## config.mk

```make
export PLATFORM = sky130hd
export DESIGN_NAME = branch_resolve_unit
export DESIGN_NICKNAME = d
export VERILOG_FILES = /design/src/rtl/bp_pkg.sv /design/src/rtl/bp_pred_fifo.sv /design/src/rtl/branch_resolve_unit.sv
export SDC_FILE = /design/constraint.sdc
export NUM_CORES = 1
export LEC_CHECK = 0
export ABC_AREA = 1
export BUFFER_PORTS_ARGS = -buffer_cell sky130_fd_sc_hd__buf_2
export CORE_UTILIZATION = 40
export CTS_CLUSTER_SIZE = 8
export DETAILED_ROUTE_END_ITERATION = 6
export PLACE_DENSITY = 0.71
export SKIP_LAST_GASP = 1
export SLEW_MARGIN = 30
export SYNTH_ARGS = -nofsm -noshare
export SYNTH_HDL_FRONTEND = slang
export SYNTH_HIERARCHICAL = 1
export SYNTH_SLANG_ARGS = --single-unit
```

## constraint.sdc

```tcl
create_clock -name clk -period 2.72 [get_ports clk]
set_input_delay 0.544 -clock clk [delete_from_list [all_inputs] [get_ports clk]]
set_output_delay 0.544 -clock clk [all_outputs]
set_load 0.1 [all_outputs]
```

## src/rtl/bp_pkg.sv

```systemverilog
// Shared defaults for the branch resolve unit and its prediction FIFO.
package bp_pkg;
  localparam int unsigned BP_DEPTH   = 4;
  localparam int unsigned BP_PTR_W   = 2;
  localparam int unsigned BP_CNT_W   = 16;
  localparam logic [BP_CNT_W-1:0] BP_CNT_MAX = '1;
endpackage

```

## src/rtl/bp_pred_fifo.sv

```systemverilog
// DEPTH x 1-bit synchronous FIFO holding in-flight predictions in program order.
module bp_pred_fifo
  import bp_pkg::*;
#(
  parameter int unsigned DEPTH = BP_DEPTH,
  parameter int unsigned PTR_W = BP_PTR_W
) (
  input  logic             clk,
  input  logic             rst,
  input  logic             i_push,
  input  logic             i_push_data,
  input  logic             i_pop,
  input  logic             i_flush,
  output logic [PTR_W:0]   o_count,
  output logic             o_head
);

  logic [DEPTH-1:0] r_mem;
  logic [PTR_W-1:0] r_wr_ptr;
  logic [PTR_W-1:0] r_rd_ptr;
  logic [PTR_W:0]   r_count;

  // Pointers wrap naturally because DEPTH == 2**PTR_W.
  always_ff @(posedge clk) begin
    if (rst) begin
      r_mem    <= '0;
      r_wr_ptr <= '0;
      r_rd_ptr <= '0;
      r_count  <= '0;
    end else if (i_flush) begin
      r_wr_ptr <= '0;
      r_rd_ptr <= '0;
      r_count  <= '0;
    end else begin
      if (i_push) begin
        r_mem[r_wr_ptr] <= i_push_data;
        r_wr_ptr        <= r_wr_ptr + PTR_W'(1);
      end
      if (i_pop) begin
        r_rd_ptr <= r_rd_ptr + PTR_W'(1);
      end
      case ({i_push, i_pop})
        2'b10:   r_count <= r_count + (PTR_W+1)'(1);
        2'b01:   r_count <= r_count - (PTR_W+1)'(1);
        default: r_count <= r_count;
      endcase
    end
  end

  assign o_count = r_count;
  assign o_head  = r_mem[r_rd_ptr];

endmodule

```

## src/rtl/branch_resolve_unit.sv

```systemverilog
// Tracks in-flight branches around a 2-bit predictor: issues requests, stores predictions,
// resolves against execute outcomes, drives predictor updates, flushes on mispredict.
module branch_resolve_unit
  import bp_pkg::*;
#(
  parameter int unsigned DEPTH = BP_DEPTH,
  parameter int unsigned PTR_W = BP_PTR_W,
  parameter int unsigned CNT_W = BP_CNT_W
) (
  input  logic             clk,
  input  logic             rst,
  input  logic             i_br_fetch,
  output logic             o_fetch_stall,
  output logic             o_pred_request,
  input  logic             i_pred_in,
  output logic             o_fetch_pred_vld,
  output logic             o_fetch_pred,
  input  logic             i_br_resolve,
  input  logic             i_br_taken,
  output logic             o_upd_result,
  output logic             o_upd_taken,
  output logic             o_mispredict,
  output logic             o_resolve_err,
  output logic [CNT_W-1:0] o_branch_cnt,
  output logic [CNT_W-1:0] o_mispred_cnt
);

  localparam logic [CNT_W-1:0] LP_CNT_MAX = '1;

  logic             r_pend;
  logic             r_fetch_pred_vld;
  logic             r_fetch_pred;
  logic             r_mispredict;
  logic             r_resolve_err;
  logic [CNT_W-1:0] r_branch_cnt;
  logic [CNT_W-1:0] r_mispred_cnt;

  logic [PTR_W:0]   w_count;
  logic [PTR_W:0]   w_occ;
  logic             w_head;
  logic             w_res_ok;
  logic             w_mis_now;
  logic             w_cap;
  logic             w_pop;

  // A pending request already owns a slot, so it counts toward occupancy.
  assign w_occ          = w_count + (PTR_W+1)'(r_pend);
  assign o_fetch_stall  = (w_occ == (PTR_W+1)'(DEPTH));
  assign w_res_ok       = i_br_resolve & (w_count != '0);
  assign w_mis_now      = w_res_ok & (i_br_taken != w_head);
  assign o_pred_request = i_br_fetch & ~o_fetch_stall & ~w_mis_now;
  assign w_cap          = r_pend & ~w_mis_now;
  assign w_pop          = w_res_ok & ~w_mis_now;
  assign o_upd_result   = w_res_ok;
  assign o_upd_taken    = w_res_ok & i_br_taken;

  bp_pred_fifo #(
    .DEPTH (DEPTH),
    .PTR_W (PTR_W)
  ) u_fifo (
    .clk         (clk),
    .rst         (rst),
    .i_push      (w_cap),
    .i_push_data (i_pred_in),
    .i_pop       (w_pop),
    .i_flush     (w_mis_now),
    .o_count     (w_count),
    .o_head      (w_head)
  );

  always_ff @(posedge clk) begin
    if (rst) begin
      r_pend           <= 1'b0;
      r_fetch_pred_vld <= 1'b0;
      r_fetch_pred     <= 1'b0;
      r_mispredict     <= 1'b0;
      r_resolve_err    <= 1'b0;
    end else begin
      r_pend           <= o_pred_request;
      r_fetch_pred_vld <= w_cap;
      if (w_cap) begin
        r_fetch_pred <= i_pred_in;
      end
      r_mispredict     <= w_mis_now;
      r_resolve_err    <= i_br_resolve & (w_count == '0);
    end
  end

  // Statistics saturate at all-ones rather than wrapping.
  always_ff @(posedge clk) begin
    if (rst) begin
      r_branch_cnt  <= '0;
      r_mispred_cnt <= '0;
    end else begin
      if (w_res_ok && (r_branch_cnt != LP_CNT_MAX)) begin
        r_branch_cnt <= r_branch_cnt + CNT_W'(1);
      end
      if (w_mis_now && (r_mispred_cnt != LP_CNT_MAX)) begin
        r_mispred_cnt <= r_mispred_cnt + CNT_W'(1);
      end
    end
  end

  assign o_fetch_pred_vld = r_fetch_pred_vld;
  assign o_fetch_pred     = r_fetch_pred;
  assign o_mispredict     = r_mispredict;
  assign o_resolve_err    = r_resolve_err;
  assign o_branch_cnt     = r_branch_cnt;
  assign o_mispred_cnt    = r_mispred_cnt;

endmodule

```

=== Word level (Yosys, flattened, before mapping) ===
Index checks and enable logic that the tools add are counted.

* Add/sub/neg operators: 7
* $lt $le $gt $ge: 3
* Equal/unequal tests: 6
* Mux-type cells: 6
* Bitwise logic cells: 10
* Reductions and logical operators: 8

{| class="wikitable"
|+ Operators by type and width
! kind !! count
|-
| adder 16 x 1 -> 16 bit (second input constant) || 2
|-
| != test 16 bit (second input constant) || 2
|-
| AND 1 bit || 8
|-
| less-than comparator 2 x 3 -> 1 bit (second input constant) || 2
|-
| one-hot mux 3 bit (2 select lines) || 1
|-
| adder 2 x 1 -> 2 bit (second input constant) || 2
|-
| bitwise mux 4 bit || 1
|-
| adder 3 x 1 -> 3 bit || 1
|-
| adder 3 x 1 -> 3 bit (second input constant) || 1
|-
| equality test 3 bit (second input constant) || 1
|-
| logical AND 1 bit || 3
|-
| logical NOT 3 bit || 1
|-
| nonzero test 3 bit || 1
|-
| subtractor 3 x 1 -> 3 bit (second input constant) || 1
|-
| binary-select mux 1 bit (select 2 bit) || 1
|-
| demux 1 bit (select 2 bit) || 1
|-
| equality test 2 x 1 -> 1 bit (second input constant) || 1
|-
| equality test 2 bit (second input constant) || 1
|-
| >= comparator 2 x 1 -> 1 bit (second input constant) || 1
|-
| two-way mux 1 bit || 2
|-
| NOT 1 bit || 2
|-
| AND reduction 2 bit || 1
|-
| nonzero test 2 bit || 1
|-
| OR reduction 2 bit || 1
|-
| != test 1 bit || 1
|}

* Register bits: 48
* Input port bits: 6
* Output and inout bits: 40

=== Logic depth before layout (Yosys ltp) ===
Gate-level depths: netlist (run 1).

* Depth in word-level cells: 8
* Depth in mapped cells: 17

=== Hierarchy ===
Netlist (run 1), hierarchy kept.

{| class="wikitable"
|+ Modules (own cells, without submodules)
! module !! times used !! cells each !! area an instance (sq um)
|-
| branch_resolve_unit || 1 || 354 || 2,219.6
|-
| bp_pred_fifo || 1 || 75 || 559.3
|}

=== Worst setup path after synthesis (run 1) ===
OpenSTA, ideal clock, no wires.

* Path kind: reg-to-output
* From: reg u_fifo.r_count[0], in the netlist u_fifo/o_count[0]
* To: out o_pred_request
* Arrival: 2.201 ns
* Data required time: 2.176 ns
* Slack: -0.025 ns
* Cell stages (with the launch flop): 8
* Path buffers: 0
* Cell sequence: dfxtp_1 -> ha_1 -> ha_1 -> nor2_1 -> nor3_1 -> nand2_1 -> nand2_1 -> nor2_1

* Cells in the longest elaborated chain, start to end: 5
* Elaborated cells between the ends (all ways): 9
* Classes of those cells: add/sub (1); eq/ne (1); bitwise (6); reduce/logical (1)

{| class="wikitable"
|+ Ends and longest elaborated chain
! what !! RTL line !! source
|-
| start, declared || bp_pred_fifo.sv:21 || <nowiki>logic [PTR_W:0] r_count;</nowiki>
|-
| start signal, assigned || bp_pred_fifo.sv:43 || <nowiki>2'b10: r_count <= r_count + (PTR_W+1)'(1);</nowiki>
|-
| start signal, assigned || bp_pred_fifo.sv:44 || <nowiki>2'b01: r_count <= r_count - (PTR_W+1)'(1);</nowiki>
|-
| start signal, assigned || bp_pred_fifo.sv:45 || <nowiki>default: r_count <= r_count;</nowiki>
|-
| adder 3 x 1 -> 3 bit or nonzero test 3 bit (tied branches) || branch_resolve_unit.sv:47, branch_resolve_unit.sv:49 ||
|-
| equality test 3 bit or AND 1 bit (tied branches) || branch_resolve_unit.sv:48, branch_resolve_unit.sv:49 ||
|-
| NOT 1 bit or AND 1 bit (tied branches) || branch_resolve_unit.sv:51, branch_resolve_unit.sv:50 ||
|-
| AND 1 bit or NOT 1 bit (tied branches) || - ||
|-
| AND 1 bit (*) || branch_resolve_unit.sv:51 || <nowiki>assign o_pred_request = i_br_fetch & ~o_fetch_stall & ~w_mis_now;</nowiki>
|-
| end, declared || branch_resolve_unit.sv:14 || <nowiki>output logic o_pred_request,</nowiki>
|}

Mark *: on every way between the ends. The rest lies on a longest branch, timed or not.

=== Final worst setup path (run 1) ===
* From: reg u_fifo.r_rd_ptr[0]
* To: reg u_fifo.r_count[2], in the netlist u_fifo/o_count[2]

* Cells in the longest elaborated chain, start to end: 8
* Elaborated cells between the ends (all ways): 12
* Classes of those cells: eq/ne (3); mux (3); bitwise (4); reduce/logical (2)

{| class="wikitable"
|+ Ends and longest elaborated chain
! what !! RTL line !! source
|-
| start, declared || bp_pred_fifo.sv:20 || <nowiki>logic [PTR_W-1:0] r_rd_ptr;</nowiki>
|-
| start signal, assigned || bp_pred_fifo.sv:40 || <nowiki>r_rd_ptr <= r_rd_ptr + PTR_W'(1);</nowiki>
|-
| binary-select mux 1 bit (select 2 bit) (*) || bp_pred_fifo.sv:51 || <nowiki>assign o_head = r_mem[r_rd_ptr];</nowiki>
|-
| two-way mux 1 bit (not written as such) (*) || bp_pred_fifo.sv:51 ||
|-
| via w_head || branch_resolve_unit.sv:40 || <nowiki>logic w_head;</nowiki>
|-
| != test 1 bit (*) || branch_resolve_unit.sv:50 || <nowiki>assign w_mis_now = w_res_ok & (i_br_taken != w_head);</nowiki>
|-
| AND 1 bit (*) || branch_resolve_unit.sv:50 ||
|-
| NOT 1 bit (no source line) (*) || - ||
|-
| AND 1 bit (*) || branch_resolve_unit.sv:52 || <nowiki>assign w_cap = r_pend & ~w_mis_now;</nowiki>
|-
| via w_cap || branch_resolve_unit.sv:43 || <nowiki>logic w_cap;</nowiki>
|-
| equality test 2 x 1 -> 1 bit or equality test 2 bit (tied branches) || bp_pred_fifo.sv:42 || <nowiki>case ({i_push, i_pop})</nowiki>
|-
| one-hot mux 3 bit (2 select lines) or nonzero test 2 bit (tied branches) || - ||
|}

The timed path passes the listed nets; every way through them passes the cells marked *. The select of a mux whose other input is x is not followed.
A chain may end at the register's enable or synchronous reset.

==> impl_metrics.prom, run 1 <==
# TYPE chip_impl_metric gauge
chip_impl_metric{name="place.port_buffers",unit=""} 45
chip_impl_metric{name="timing.hold.ws",unit="ns"} 0.464
chip_impl_metric{name="area_of_combinational_cells_with_multiple_inputs",unit="mm²"} 0.00158
chip_impl_metric{name="synthesis.nets",unit=""} 445
chip_impl_metric{name="cts.htree.levels",unit=""} 2
chip_impl_info{name="dr.max_layer_used",value="met4"} 1
chip_impl_metric{name="p_switching",unit="mW"} 0.695
chip_impl_metric{name="avgRoutedWirePerCell",unit="µm"} 11.3
chip_impl_metric{name="power_frac_clock",unit=""} 0.245
chip_impl_metric{name="ys_seq_area_frac",unit=""} 0.346
chip_impl_metric{name="clock_insertion_delay_worst_skew",unit="ns"} 0.30
chip_impl_info{name="worst_setup_path_start_kind",value="register"} 1
chip_impl_metric{name="grt_use_total",unit=""} 0.178
chip_impl_metric{name="final-setup-viol-count",unit=""} 0
chip_impl_metric{name="detail_route.drc_violations",unit=""} 0
chip_impl_info{name="run_status",value="completed"} 1
chip_impl_metric{name="dieHeight",unit="µm"} 85.4
chip_impl_metric{name="wl_met3",unit="µm"} 272
chip_impl_metric{name="cp_data_required_time",unit="ns"} 2.92
chip_impl_metric{name="antenna_cells",unit=""} 0
chip_impl_info{name="cp-end-kind",value="register"} 1
chip_impl_metric{name="die_w",unit="µm"} 85.4
chip_impl_metric{name="synthesis.area",unit="mm²"} 0.00278
chip_impl_metric{name="top_level_ports",unit=""} 46
chip_impl_metric{name="cts.sink_count",unit=""} 48
chip_impl_metric{name="finalWirelength",unit="µm"} 6280
chip_impl_info{name="mostFrequentLayoutCell",value="sky130_fd_sc_hd__nand2_1"} 1
chip_impl_metric{name="start_util",unit=""} 0.411
chip_impl_metric{name="finalWorstPathRequiredPeriod",unit="ns"} 2.45
chip_impl_metric{name="seq_power_share",unit=""} 0.456
chip_impl_metric{name="synthCells",unit=""} 429
chip_impl_metric{name="cts_inserted_buffers",unit=""} 5
chip_impl_metric{name="cap_violations",unit=""} 0
chip_impl_metric{name="critical_path_peak_fanout",unit=""} 8
chip_impl_metric{name="vias_cell",unit=""} 4.94
chip_impl_metric{name="timing.fmax",unit="MHz"} 408
chip_impl_metric{name="timing.clock.skew",unit="ns"} 0.00954
chip_impl_metric{name="power_per_cell_area",unit="mW/mm²"} 545
chip_impl_metric{name="cts_resizes",unit=""} 0
chip_impl_metric{name="share_of_total_power_consumed_by_net_switching",unit=""} 0.403
chip_impl_metric{name="grt_pass1_wl",unit="µm"} 10500
chip_impl_info{name="grt_setup_unrepaired",value="false"} 1
chip_impl_metric{name="area.growth.synth_to_final",unit="%"} 13.6
chip_impl_metric{name="drt_iter0_drc",unit=""} 119
chip_impl_metric{name="grt_antenna_before_repair",unit=""} 0
chip_impl_metric{name="yosysWarnings",unit=""} 6
chip_impl_info{name="cts_root_buffer",value="sky130_fd_sc_hd__clkbuf_8"} 1
chip_impl_metric{name="post_synth.cell_area_avg",unit="µm²"} 6.48
chip_impl_metric{name="worst_setup_hold_path_clk_slew",unit="ns"} 0.09
chip_impl_metric{name="floorplan.die_area",unit="mm²"} 0.00728
chip_impl_metric{name="globalRoute.totalOverflow",unit=""} 0
chip_impl_info{name="cell_mode_on_critical_path",value="sky130_fd_sc_hd__nand2_1"} 1
chip_impl_metric{name="fin_setup_tns",unit="ns"} 0
chip_impl_info{name="timing.hold.worst.class",value="register to register"} 1
chip_impl_metric{name="cpPeakStageDelay",unit="ns"} 0.40
chip_impl_metric{name="ys_ff_latch",unit=""} 48
chip_impl_metric{name="timing.final.max_slew_violations",unit=""} 0
chip_impl_metric{name="first_global_vias",unit=""} 2378
chip_impl_metric{name="dp_hpwl",unit="µm"} 4700
chip_impl_info{name="cts_tree",value="built"} 1
chip_impl_metric{name="timing.max_slew.rel_slack",unit=""} 0.532
chip_impl_info{name="path_cells",value="a21oi_1 > o21ai_0 > nand2_1 > xor2_1 > nand2_2 > nand2_1 > inv_1 > inv_1 > ha_1 > fa_1 > inv_1 > nand2_1 > nand3_1 > nand2_1 > nand2_1 > nor2_1"} 1
chip_impl_metric{name="cp.arrival",unit="ns"} 2.66
chip_impl_metric{name="layout_fillers",unit=""} 700
chip_impl_metric{name="num-nets-final",unit=""} 492
chip_impl_metric{name="wirelength_met1",unit="µm"} 3080
chip_impl_metric{name="yosysUniqueCellTypes",unit=""} 25
chip_impl_metric{name="internal_power",unit="mW"} 1.03
chip_impl_metric{name="worst_pin_slew",unit="ns"} 0.700
chip_impl_metric{name="peak_supply_drop",unit="mV"} 0.394
chip_impl_metric{name="largest_net_degree_at_the_start_of_global_routing",unit=""} 24
chip_impl_metric{name="register_area",unit="µm²"} 962
chip_impl_metric{name="post_detailed_route_count_of_antenna_violating_nets",unit=""} 0
chip_impl_metric{name="hold_viol",unit=""} 0
chip_impl_metric{name="clock_path_buffers",unit=""} 2
chip_impl_info{name="critical_path_class",value="register to register"} 1
chip_impl_info{name="layout.cells.most_common_list",value="106 x sky130_fd_sc_hd__nand2_1, 85 x sky130_fd_sc_hd__nor2_1, 49 x sky130_fd_sc_hd__inv_1"} 1
chip_impl_metric{name="length_of_the_first_detailed_routing_pass_in_iterations",unit=""} 4
chip_impl_metric{name="place_congestion",unit=""} 0.899
chip_impl_info{name="critical-path-slowest-cell",value="sky130_fd_sc_hd__fa_1"} 1
chip_impl_metric{name="post_route_cells_drive_above_1_share",unit=""} 0.170
chip_impl_metric{name="rows",unit=""} 30
chip_impl_metric{name="standard_cell_core_area",unit="mm²"} 0.00676
chip_impl_metric{name="vias",unit=""} 2746
chip_impl_metric{name="combPwrFrac",unit=""} 0.298
chip_impl_metric{name="static-leakage-power",unit="nW"} 1.40
chip_impl_metric{name="route.met2.wl",unit="µm"} 2880
chip_impl_metric{name="min_period_over_period",unit=""} 0.902
chip_impl_metric{name="hold_buffers",unit=""} 0
chip_impl_metric{name="cts_setup_buffers",unit=""} 0
## cells by family (layout without fill, tap and decap cells)
family                     Yosys count  in the layout  synth area share
AOI/OAI and AO/OA                   44             44            0.0842
xor gates and xnor gates             3              3           0.00946
adders and majority gates           10             10            0.0477
buffers and inverters               59            106            0.0869
DFF                                 48             48             0.346
and+or+nand+nor                    265            265             0.426
## worst paths after layout
| kind | from | endpoint | slack, ns | cells past startpoint |
|---|---|---|---|---|
| worst max-delay path | u_fifo/r_rd_ptr[0] | u_fifo/o_count[2] | 0.27 | 16 |
| worst max register to register | u_fifo/r_rd_ptr[0] | u_fifo/o_count[2] | 0.27 | 16 |
| worst min register to register | u_fifo/r_mem[0] | u_fifo/r_mem[0] | 0.46 | 2 |
| worst min-delay path | u_fifo/r_mem[0] | u_fifo/r_mem[0] | 0.46 | 2 |
## power groups by stage
stage                     logic, mW  registers, mW  clock network, mW
final                         0.514          0.786              0.423
after global routing          0.558          0.794              0.460
after CTS                     0.519          0.786              0.431
after detailed placement      0.518          0.802                  0
after global placement        0.504          0.800                  0
after floorplan               0.290          0.934                  0
## cells in the mapped netlist
| master | instances | share of area |
|---|---|---|
| sky130_fd_sc_hd__inv_2 | 2 | 0.0027 |
| sky130_fd_sc_hd__fa_1 | 1 | 0.0072 |
| sky130_fd_sc_hd__buf_6 | 2 | 0.0081 |
| sky130_fd_sc_hd__nand2_2 | 5 | 0.011 |
| sky130_fd_sc_hd__nand4_1 | 7 | 0.016 |
| sky130_fd_sc_hd__nand2_1 | 106 | 0.14 |
| sky130_fd_sc_hd__nor2_4 | 9 | 0.036 |
| sky130_fd_sc_hd__nor2_2 | 6 | 0.014 |
| sky130_fd_sc_hd__nor2_1 | 86 | 0.12 |
| sky130_fd_sc_hd__o211ai_1 | 1 | 0.0027 |
| sky130_fd_sc_hd__a21oi_4 | 1 | 0.0059 |
| sky130_fd_sc_hd__nand3b_1 | 3 | 0.0081 |
| sky130_fd_sc_hd__dfxtp_1 | 48 | 0.35 |
| sky130_fd_sc_hd__ha_1 | 9 | 0.041 |
| sky130_fd_sc_hd__nor3_1 | 4 | 0.0072 |
| sky130_fd_sc_hd__a21oi_1 | 31 | 0.056 |
| sky130_fd_sc_hd__clkbuf_1 | 2 | 0.0027 |
| sky130_fd_sc_hd__and2_1 | 1 | 0.0023 |
| sky130_fd_sc_hd__o21ai_0 | 11 | 0.020 |
| sky130_fd_sc_hd__xnor2_1 | 1 | 0.0032 |
| sky130_fd_sc_hd__xor2_1 | 2 | 0.0063 |
| sky130_fd_sc_hd__buf_2 | 4 | 0.0072 |
| sky130_fd_sc_hd__inv_1 | 49 | 0.066 |
| sky130_fd_sc_hd__nand3_2 | 2 | 0.0072 |
| sky130_fd_sc_hd__nand3_1 | 36 | 0.065 |
## worst max-delay path, delay by kind of cell, from the launching register on
family / cells / cell delay, ns
AND/OR/NAND/NOR: 8 / 0.56
flip-flops: 1 / 0.39
XOR/XNOR: 1 / 0.20
adder cells (fa/ha/maj): 2 / 0.66
AO/OA/AOI/OAI: 2 / 0.15
buffers and inverters: 3 / 0.40
## area by class of cell
class	instances	area share
well taps	80	0.0317
repair buffers	48	0.0784
flip-flops and latches	48	0.305
inverters	51	0.0606
clock buffers	6	0.0230
multi-input cells	322	0.500
clock inverters	1	0.00158
## registers in the layout, summed over array words and instances, names as in the netlist
name              cells
r_pend                1
u_fifo/o_count        3
o_mispred_cnt        16
o_mispredict          1
o_fetch_pred          1
o_branch_cnt         16
u_fifo/r_mem          4
u_fifo/r_rd_ptr       2
o_fetch_pred_vld      1
u_fifo/r_wr_ptr       2
o_resolve_err         1
## routing by layer
layer,GRT usage,vias to the layer above
met1,0.243,1230
met2,0.280,61
met3,0.0350,4
met5,0,-
li1,-,1451
met4,0.0652,0
## per-stage QoR
stage / utilization / setup slack, ns / instance area, µm² / instances / total power, mW
floorplan: - / 0.165 / 2780 / 429 / 1.22
global placement: 0.456 / 0.382 / 3080 / 549 / 1.30
detailed placement: 0.456 / 0.241 / 3080 / 549 / 1.32
CTS: 0.467 / 0.215 / 3160 / 556 / 1.74
global route: 0.467 / 0.0558 / 3160 / 556 / 1.81
finish: 0.467 / 0.267 / 3160 / 556 / 1.72
(Power assumes the default switching activity.)
==> run 2, diff against run 1 <==
Settings changed: CORE_UTILIZATION 40 to 56, PLACE_DENSITY 0.71 to 0.9.
==> run 2 against run 1 <==
  * Clock skew decreased by 0.0044 ns
  * Critical endpoint is now o_pred_request
  * Hold slack improved by 0.017 ns
  * Highest routed layer unchanged
  * Largest cell class unchanged
  * Clock power increased by 9.0%
  * Sequential power about the same
==> impl_metrics.prom, run 2 (synthesized netlist as in run 1, its figures left out) <==
# TYPE chip_impl_metric gauge
chip_impl_info{name="run_status",value="completed"} 1
chip_impl_metric{name="num-nets-final",unit=""} 492
chip_impl_metric{name="grt_antenna_before_repair",unit=""} 0
chip_impl_metric{name="avgRoutedWirePerCell",unit="µm"} 11.4
chip_impl_metric{name="share_of_total_power_consumed_by_net_switching",unit=""} 0.389
chip_impl_metric{name="power_per_cell_area",unit="mW/mm²"} 559
chip_impl_metric{name="cp.arrival",unit="ns"} 1.89
chip_impl_metric{name="peak_supply_drop",unit="mV"} 0.450
chip_impl_metric{name="vias_cell",unit=""} 5.15
chip_impl_metric{name="combPwrFrac",unit=""} 0.294
chip_impl_metric{name="internal_power",unit="mW"} 1.08
chip_impl_metric{name="area.growth.synth_to_final",unit="%"} 13.7
chip_impl_info{name="cell_mode_on_critical_path",value="sky130_fd_sc_hd__nor2_2"} 1
chip_impl_metric{name="timing.fmax",unit="MHz"} 410
chip_impl_info{name="globalRoute.busiestLayer",value="met2"} 1
chip_impl_info{name="cts_root_buffer",value="sky130_fd_sc_hd__clkbuf_8"} 1
chip_impl_metric{name="die_w",unit="µm"} 72.4
chip_impl_info{name="grt_setup_unrepaired",value="false"} 1
chip_impl_metric{name="hold_viol",unit=""} 0
chip_impl_metric{name="groute.layer.met3.usage",unit=""} 0.0458
chip_impl_metric{name="post_route_cells_drive_above_1_share",unit=""} 0.174
chip_impl_metric{name="cap_violations",unit=""} 0
chip_impl_info{name="layout.cells.most_common_list",value="106 x sky130_fd_sc_hd__nand2_1, 85 x sky130_fd_sc_hd__nor2_1, 48 x sky130_fd_sc_hd__inv_1"} 1
chip_impl_metric{name="min_period_over_period",unit=""} 0.897
chip_impl_metric{name="r2r_slack",unit="ns"} 0.32
chip_impl_info{name="setup.worst_path.start",value="u_fifo/o_count[0]"} 1
chip_impl_metric{name="length_of_the_first_detailed_routing_pass_in_iterations",unit=""} 5
chip_impl_metric{name="worst_pin_slew",unit="ns"} 0.701
chip_impl_metric{name="floorplan.die_area",unit="mm²"} 0.00525
chip_impl_metric{name="antenna_cells",unit=""} 0
chip_impl_info{name="critical-path-top-delay-family",value="simple AND/OR/NAND/NOR gates"} 1
chip_impl_metric{name="worstSetupPathDepth",unit=""} 6
chip_impl_metric{name="grt_use_total",unit=""} 0.248
chip_impl_metric{name="met1_usage",unit=""} 0.306
chip_impl_metric{name="cts_inserted_buffers",unit=""} 5
chip_impl_metric{name="place_congestion",unit=""} 0.875
chip_impl_metric{name="cp_data_required_time",unit="ns"} 2.18
chip_impl_metric{name="clock_insertion_delay_worst_skew",unit="ns"} 0.30
chip_impl_metric{name="static-leakage-power",unit="nW"} 1.41
chip_impl_info{name="timing.hold.worst.class",value="register to register"} 1
chip_impl_metric{name="first_global_vias",unit=""} 2508
chip_impl_metric{name="vias",unit=""} 2795
chip_impl_metric{name="cpPeakStageDelay",unit="ns"} 0.43
chip_impl_metric{name="grtUsageMet2",unit=""} 0.427
chip_impl_metric{name="standard_cell_core_area",unit="mm²"} 0.00475
chip_impl_info{name="cts_tree",value="built"} 1
chip_impl_metric{name="fin_setup_tns",unit="ns"} 0
chip_impl_metric{name="start_util",unit=""} 0.584
chip_impl_metric{name="power_frac_clock",unit=""} 0.261
chip_impl_metric{name="globalRoute.totalOverflow",unit=""} 0
chip_impl_metric{name="final-setup-viol-count",unit=""} 0
chip_impl_metric{name="seq_power_share",unit=""} 0.445
chip_impl_metric{name="finalWirelength",unit="µm"} 6220
chip_impl_metric{name="detail_route.drc_violations",unit=""} 0
chip_impl_metric{name="timing.final.max_slew_violations",unit=""} 0
chip_impl_metric{name="p_switching",unit="mW"} 0.687
chip_impl_metric{name="rows",unit=""} 25
chip_impl_metric{name="drt_iter0_drc",unit=""} 240
chip_impl_info{name="path_cells",value="nor2_1 > nand2_1 > nand2_2 > nor2_2 > nor2_2 > buf_2"} 1
chip_impl_metric{name="timing.clock.skew",unit="ns"} 0.00517
chip_impl_metric{name="largest_net_degree_at_the_start_of_global_routing",unit=""} 24
chip_impl_metric{name="cts.sink_count",unit=""} 48
chip_impl_metric{name="final_design_area_no_fill",unit="mm²"} 0.00316
chip_impl_metric{name="worst_setup_hold_path_clk_slew",unit="ns"} 0.08
chip_impl_info{name="worstSetupEndpoint",value="o_pred_request"} 1
chip_impl_metric{name="detailed_place.area",unit="mm²"} 0.00306
chip_impl_metric{name="dieHeight",unit="µm"} 72.4
chip_impl_metric{name="critical_path_peak_fanout",unit=""} 8
chip_impl_info{name="critical_path_class",value="register to primary output"} 1
chip_impl_metric{name="clock_path_buffers",unit=""} 2
chip_impl_metric{name="top_level_ports",unit=""} 46
chip_impl_info{name="cp-end-kind",value="primary output"} 1
chip_impl_metric{name="timing.max_slew.rel_slack",unit=""} 0.532
chip_impl_metric{name="cts_setup_buffers",unit=""} 0
chip_impl_metric{name="timing.hold.ws",unit="ns"} 0.482
chip_impl_metric{name="dp_hpwl",unit="µm"} 4710
chip_impl_metric{name="place.port_buffers",unit=""} 45
chip_impl_info{name="critical-path-slowest-cell",value="sky130_fd_sc_hd__buf_2"} 1
chip_impl_metric{name="cts.htree.levels",unit=""} 2
chip_impl_metric{name="grt_pass1_wl",unit="µm"} 10400
chip_impl_metric{name="post_detailed_route_count_of_antenna_violating_nets",unit=""} 0
chip_impl_info{name="mostFrequentLayoutCell",value="sky130_fd_sc_hd__nand2_1"} 1
chip_impl_info{name="r2r_end",value="u_fifo/o_count[2]"} 1
chip_impl_metric{name="finalWorstPathRequiredPeriod",unit="ns"} 2.44
chip_impl_metric{name="finalCoreUtilization",unit=""} 0.665
chip_impl_info{name="worst_setup_path_start_kind",value="register"} 1
chip_impl_metric{name="cp.buffers_inverters",unit=""} 1
chip_impl_metric{name="timing.reg2reg.worst_path_depth",unit=""} 16
chip_impl_info{name="r2r-start",value="u_fifo/r_rd_ptr[0]"} 1
-- run 2: layer usage --
| layer | share of wire | wire (µm) | vias up |
|---|---|---|---|
| li1 | - | - | 1444 |
| met1 | 0.45 | 2810 | 1268 |
| met2 | 0.49 | 3050 | 75 |
| met3 | 0.047 | 292 | 8 |
| met4 | 0.0098 | 61 | 0 |
| met5 | 0 | 0 | - |
-- run 2: worst min-delay path by stage --
stage | startpoint | endpoint | slack, ns | cells past startpoint
after floorplan | u_fifo/r_mem[0] | u_fifo/r_mem[0] | 0.43 | 2
after global placement | u_fifo/r_mem[0] | u_fifo/r_mem[0] | 0.45 | 2
after detailed placement | o_branch_cnt[12] | o_branch_cnt[12] | 0.47 | 2
after CTS | o_branch_cnt[12] | o_branch_cnt[12] | 0.48 | 2
after global routing | u_fifo/r_rd_ptr[0] | u_fifo/r_rd_ptr[0] | 0.51 | 1
final | o_branch_cnt[12] | o_branch_cnt[12] | 0.48 | 2
-- run 2: layout make-up --
class	count	area, µm²
sequential	48	962
fill	447	1590
multi-input combinational	322	1580
tap	67	83.8
clock buffer	7	96.3
inverter	51	191
timing repair buffer	48	248
-- run 2: worst register-to-register path, delay by kind of cell (launching register included) --
family          cells  cell delay, ns
fa+ha+maj           2            0.66
simple gates        9            0.67
compound gates      1            0.08
buf+inv             3            0.32
xor+xnor            1            0.20
flops               1            0.38
-- run 2: power by group through the flow --
stage / clock [mW] / combinational (mW) / sequential [mW]
after floorplan: 0 / 0.290 / 0.934
after detailed placement: 0 / 0.514 / 0.802
final: 0.461 / 0.519 / 0.786
after global placement: 0 / 0.500 / 0.799
after CTS: 0.471 / 0.518 / 0.785
after global routing: 0.495 / 0.556 / 0.792
-- run 2: stage by stage --
stage,setup slack (ns),power (mW),std cells
finish,0.281,1.77,543
detailed placement,0.219,1.32,536
global route,0.0718,1.84,543
CTS,0.196,1.77,543
floorplan,0.165,1.22,429
global placement,0.384,1.30,536
-- run 2: timing repair --
action / 4_1_cts / 5_1_grt
gates resized for setup: 0 / 2
hold buffers: 0 / 0
endpoints found under the setup margin: 0 / 1
==> run 3, diff against run 2 <==
==> constraint.sdc (replaced) <==
create_clock -name clk -period 2.72 [get_ports clk]
set_input_delay 0.272 -clock clk [delete_from_list [all_inputs] [get_ports clk]]
set_output_delay 0.272 -clock clk [all_outputs]
set_load 0.1 [all_outputs]
==> run 3 against run 2 <==
  * Non-clock buffer count decreased by 1
  * Hold slack worse by 0.26 ns
  * Largest cell class unchanged
  * Critical endpoint is now u_fifo/o_count[2]
  * Register-to-register slack got worse by 0.07 ns
  * Sequential share of layout area is 0.25 points higher
  * Highest routed layer unchanged
  * Sequential power about the same
==> impl_metrics.prom, run 3 (synthesized netlist as in run 1, its figures left out) <==
# TYPE chip_impl_metric gauge
chip_impl_info{name="run_status",value="completed"} 1
chip_impl_metric{name="cap_violations",unit=""} 0
chip_impl_metric{name="drt_iter0_drc",unit=""} 257
chip_impl_metric{name="post_route_cells_drive_above_1_share",unit=""} 0.164
chip_impl_metric{name="grt_pass1_wl",unit="µm"} 9870
chip_impl_metric{name="num-nets-final",unit=""} 491
chip_impl_metric{name="length_of_the_first_detailed_routing_pass_in_iterations",unit=""} 4
chip_impl_metric{name="cts.htree.levels",unit=""} 2
chip_impl_metric{name="vias",unit=""} 2811
chip_impl_metric{name="power_per_cell_area",unit="mW/mm²"} 545
chip_impl_info{name="cts_root_buffer",value="sky130_fd_sc_hd__clkbuf_8"} 1
chip_impl_metric{name="register_area",unit="µm²"} 961
chip_impl_metric{name="floorplan.die_area",unit="mm²"} 0.00525
chip_impl_metric{name="vias_cell",unit=""} 5.19
chip_impl_metric{name="detailed_place.area",unit="mm²"} 0.00305
chip_impl_metric{name="static-leakage-power",unit="nW"} 1.40
chip_impl_metric{name="largest_net_degree_at_the_start_of_global_routing",unit=""} 24
chip_impl_metric{name="post_detailed_route_count_of_antenna_violating_nets",unit=""} 0
chip_impl_metric{name="grt_use_total",unit=""} 0.232
chip_impl_metric{name="timing.fmax",unit="MHz"} 404
chip_impl_metric{name="hold_viol",unit=""} 0
chip_impl_metric{name="area_of_combinational_cells_with_multiple_inputs",unit="mm²"} 0.00158
chip_impl_metric{name="antenna_cells",unit=""} 0
chip_impl_metric{name="peak_supply_drop",unit="mV"} 0.395
chip_impl_metric{name="place_congestion",unit=""} 0.888
chip_impl_metric{name="dp_hpwl",unit="µm"} 4520
chip_impl_metric{name="post-route-worst-setup-slack",unit="ns"} 0.246
chip_impl_metric{name="report.power.total",unit="mW"} 1.71
chip_impl_metric{name="hold_buffers",unit=""} 0
chip_impl_metric{name="layout_fillers",unit=""} 435
chip_impl_metric{name="cp_data_required_time",unit="ns"} 2.92
chip_impl_info{name="worst_setup_path_start_kind",value="register"} 1
chip_impl_metric{name="final-setup-viol-count",unit=""} 0
chip_impl_metric{name="top_level_ports",unit=""} 46
chip_impl_metric{name="cts.sink_count",unit=""} 48
chip_impl_metric{name="clock_insertion_delay_worst_skew",unit="ns"} 0.30
chip_impl_metric{name="cts_resizes",unit=""} 0
chip_impl_metric{name="place_worst_setup_slack",unit="ns"} 0.267
chip_impl_metric{name="place.port_buffers",unit=""} 45
chip_impl_metric{name="min_period_over_period",unit=""} 0.910
chip_impl_metric{name="critical_path_peak_fanout",unit=""} 8
chip_impl_metric{name="worst_pin_slew",unit="ns"} 0.718
chip_impl_metric{name="cp.arrival",unit="ns"} 2.67
chip_impl_metric{name="timing.final.max_slew_violations",unit=""} 0
chip_impl_metric{name="area.growth.synth_to_final",unit="%"} 12.7
chip_impl_info{name="mostFrequentLayoutCell",value="sky130_fd_sc_hd__nand2_1"} 1
chip_impl_metric{name="grt_antenna_before_repair",unit=""} 0
chip_impl_metric{name="clock_path_buffers",unit=""} 2
chip_impl_metric{name="cts_inserted_buffers",unit=""} 5
chip_impl_metric{name="first_global_vias",unit=""} 2317
chip_impl_info{name="layout.cells.most_common_list",value="106 x sky130_fd_sc_hd__nand2_1, 86 x sky130_fd_sc_hd__nor2_1, 49 x sky130_fd_sc_hd__inv_1"} 1
chip_impl_info{name="timing.hold.worst.class",value="primary input to register"} 1
chip_impl_info{name="grt_setup_unrepaired",value="false"} 1
chip_impl_metric{name="rows",unit=""} 25
chip_impl_metric{name="final_design_area_no_fill",unit="mm²"} 0.00313
chip_impl_info{name="cp-end-kind",value="register"} 1
chip_impl_metric{name="start_util",unit=""} 0.584
chip_impl_metric{name="timing.hold.ws",unit="ns"} 0.221
chip_impl_metric{name="globalRoute.totalOverflow",unit=""} 0
chip_impl_metric{name="dieHeight",unit="µm"} 72.4
chip_impl_metric{name="avgRoutedWirePerCell",unit="µm"} 11.2
chip_impl_metric{name="die_w",unit="µm"} 72.4
chip_impl_metric{name="fin_setup_tns",unit="ns"} 0
chip_impl_metric{name="finalWirelength",unit="µm"} 6070
chip_impl_metric{name="finalWorstPathRequiredPeriod",unit="ns"} 2.47
chip_impl_metric{name="cts_setup_buffers",unit=""} 0
chip_impl_metric{name="standard_cell_core_area",unit="mm²"} 0.00475
chip_impl_metric{name="timing.max_slew.rel_slack",unit=""} 0.520
chip_impl_metric{name="timing.clock.skew",unit="ns"} 0.00592
chip_impl_info{name="critical_path_class",value="register to register"} 1
chip_impl_metric{name="detail_route.drc_violations",unit=""} 0
chip_impl_info{name="cts_tree",value="built"} 1
chip_impl_metric{name="worst_setup_hold_path_clk_slew",unit="ns"} 0.08
[run 3: final cells by class]
| class | instances | area share |
|---|---|---|
| Clock inverter | 1 | 0.00160 |
| Inverter | 51 | 0.0612 |
| Multi-Input combinational cell | 322 | 0.504 |
| Sequential cell | 48 | 0.307 |
| Tap cell | 67 | 0.0268 |
| Clock buffer | 6 | 0.0232 |
| Timing Repair Buffer | 47 | 0.0767 |
[run 3: metal layers]
metal  up-vias  part of all wire  wire, µm  global-route usage
met1      1276              0.47      2880               0.317
met5         -                 0         0                   0
met4         0             0.016       100              0.0871
li1       1445                 -         -                   -
met2        79              0.46      2810               0.373
met3        11             0.046       280              0.0333
[run 3: path summary, 6_finish.rpt]
path	cells past startpoint	slack [ns]	end	from
max	16	0.25	u_fifo/o_count[2]	u_fifo/r_rd_ptr[0]
min	3	0.22	r_pend	i_br_fetch
max reg2reg	16	0.25	u_fifo/o_count[2]	u_fifo/r_rd_ptr[0]
min reg2reg	2	0.48	u_fifo/r_mem[0]	u_fifo/r_mem[0]
[run 3: power by group]
| part | switching [mW] | total [mW] | internal [mW] | leakage, nW |
|---|---|---|---|---|
| Combinational | 0.406 | 0.513 | 0.108 | 0.970 |
| Sequential | 0.0429 | 0.786 | 0.743 | 0.388 |
| Clock | 0.232 | 0.407 | 0.175 | 0.0410 |
| Total | 0.680 | 1.71 | 1.03 | 1.40 |
[run 3: worst max-delay path, cell delays in order (launching register included)]
cell and delay, ns:
sky130_fd_sc_hd__dfxtp_1 0.43, sky130_fd_sc_hd__a21oi_1 0.09, sky130_fd_sc_hd__o21ai_0 0.08, sky130_fd_sc_hd__nand2_1 0.12
sky130_fd_sc_hd__xor2_1 0.20, sky130_fd_sc_hd__nand2_2 0.08, sky130_fd_sc_hd__nand2_1 0.08, sky130_fd_sc_hd__inv_1 0.18
sky130_fd_sc_hd__inv_1 0.13, sky130_fd_sc_hd__ha_1 0.26, sky130_fd_sc_hd__fa_1 0.40, sky130_fd_sc_hd__inv_1 0.07
sky130_fd_sc_hd__nand2_1 0.05, sky130_fd_sc_hd__nand3_1 0.07, sky130_fd_sc_hd__nand2_1 0.05, sky130_fd_sc_hd__nand2_1 0.05
sky130_fd_sc_hd__nor2_1 0.04
[run 3: through the flow]
| stage | util | cells |
|---|---|---|
| 2_1_floorplan | - | 429 |
| 3_3_place_gp | 0.642 | 535 |
| 3_5_place_dp | 0.642 | 535 |
| 4_1_cts | 0.658 | 542 |
| 5_1_grt | 0.658 | 542 |
| 6_report | 0.658 | 542 |
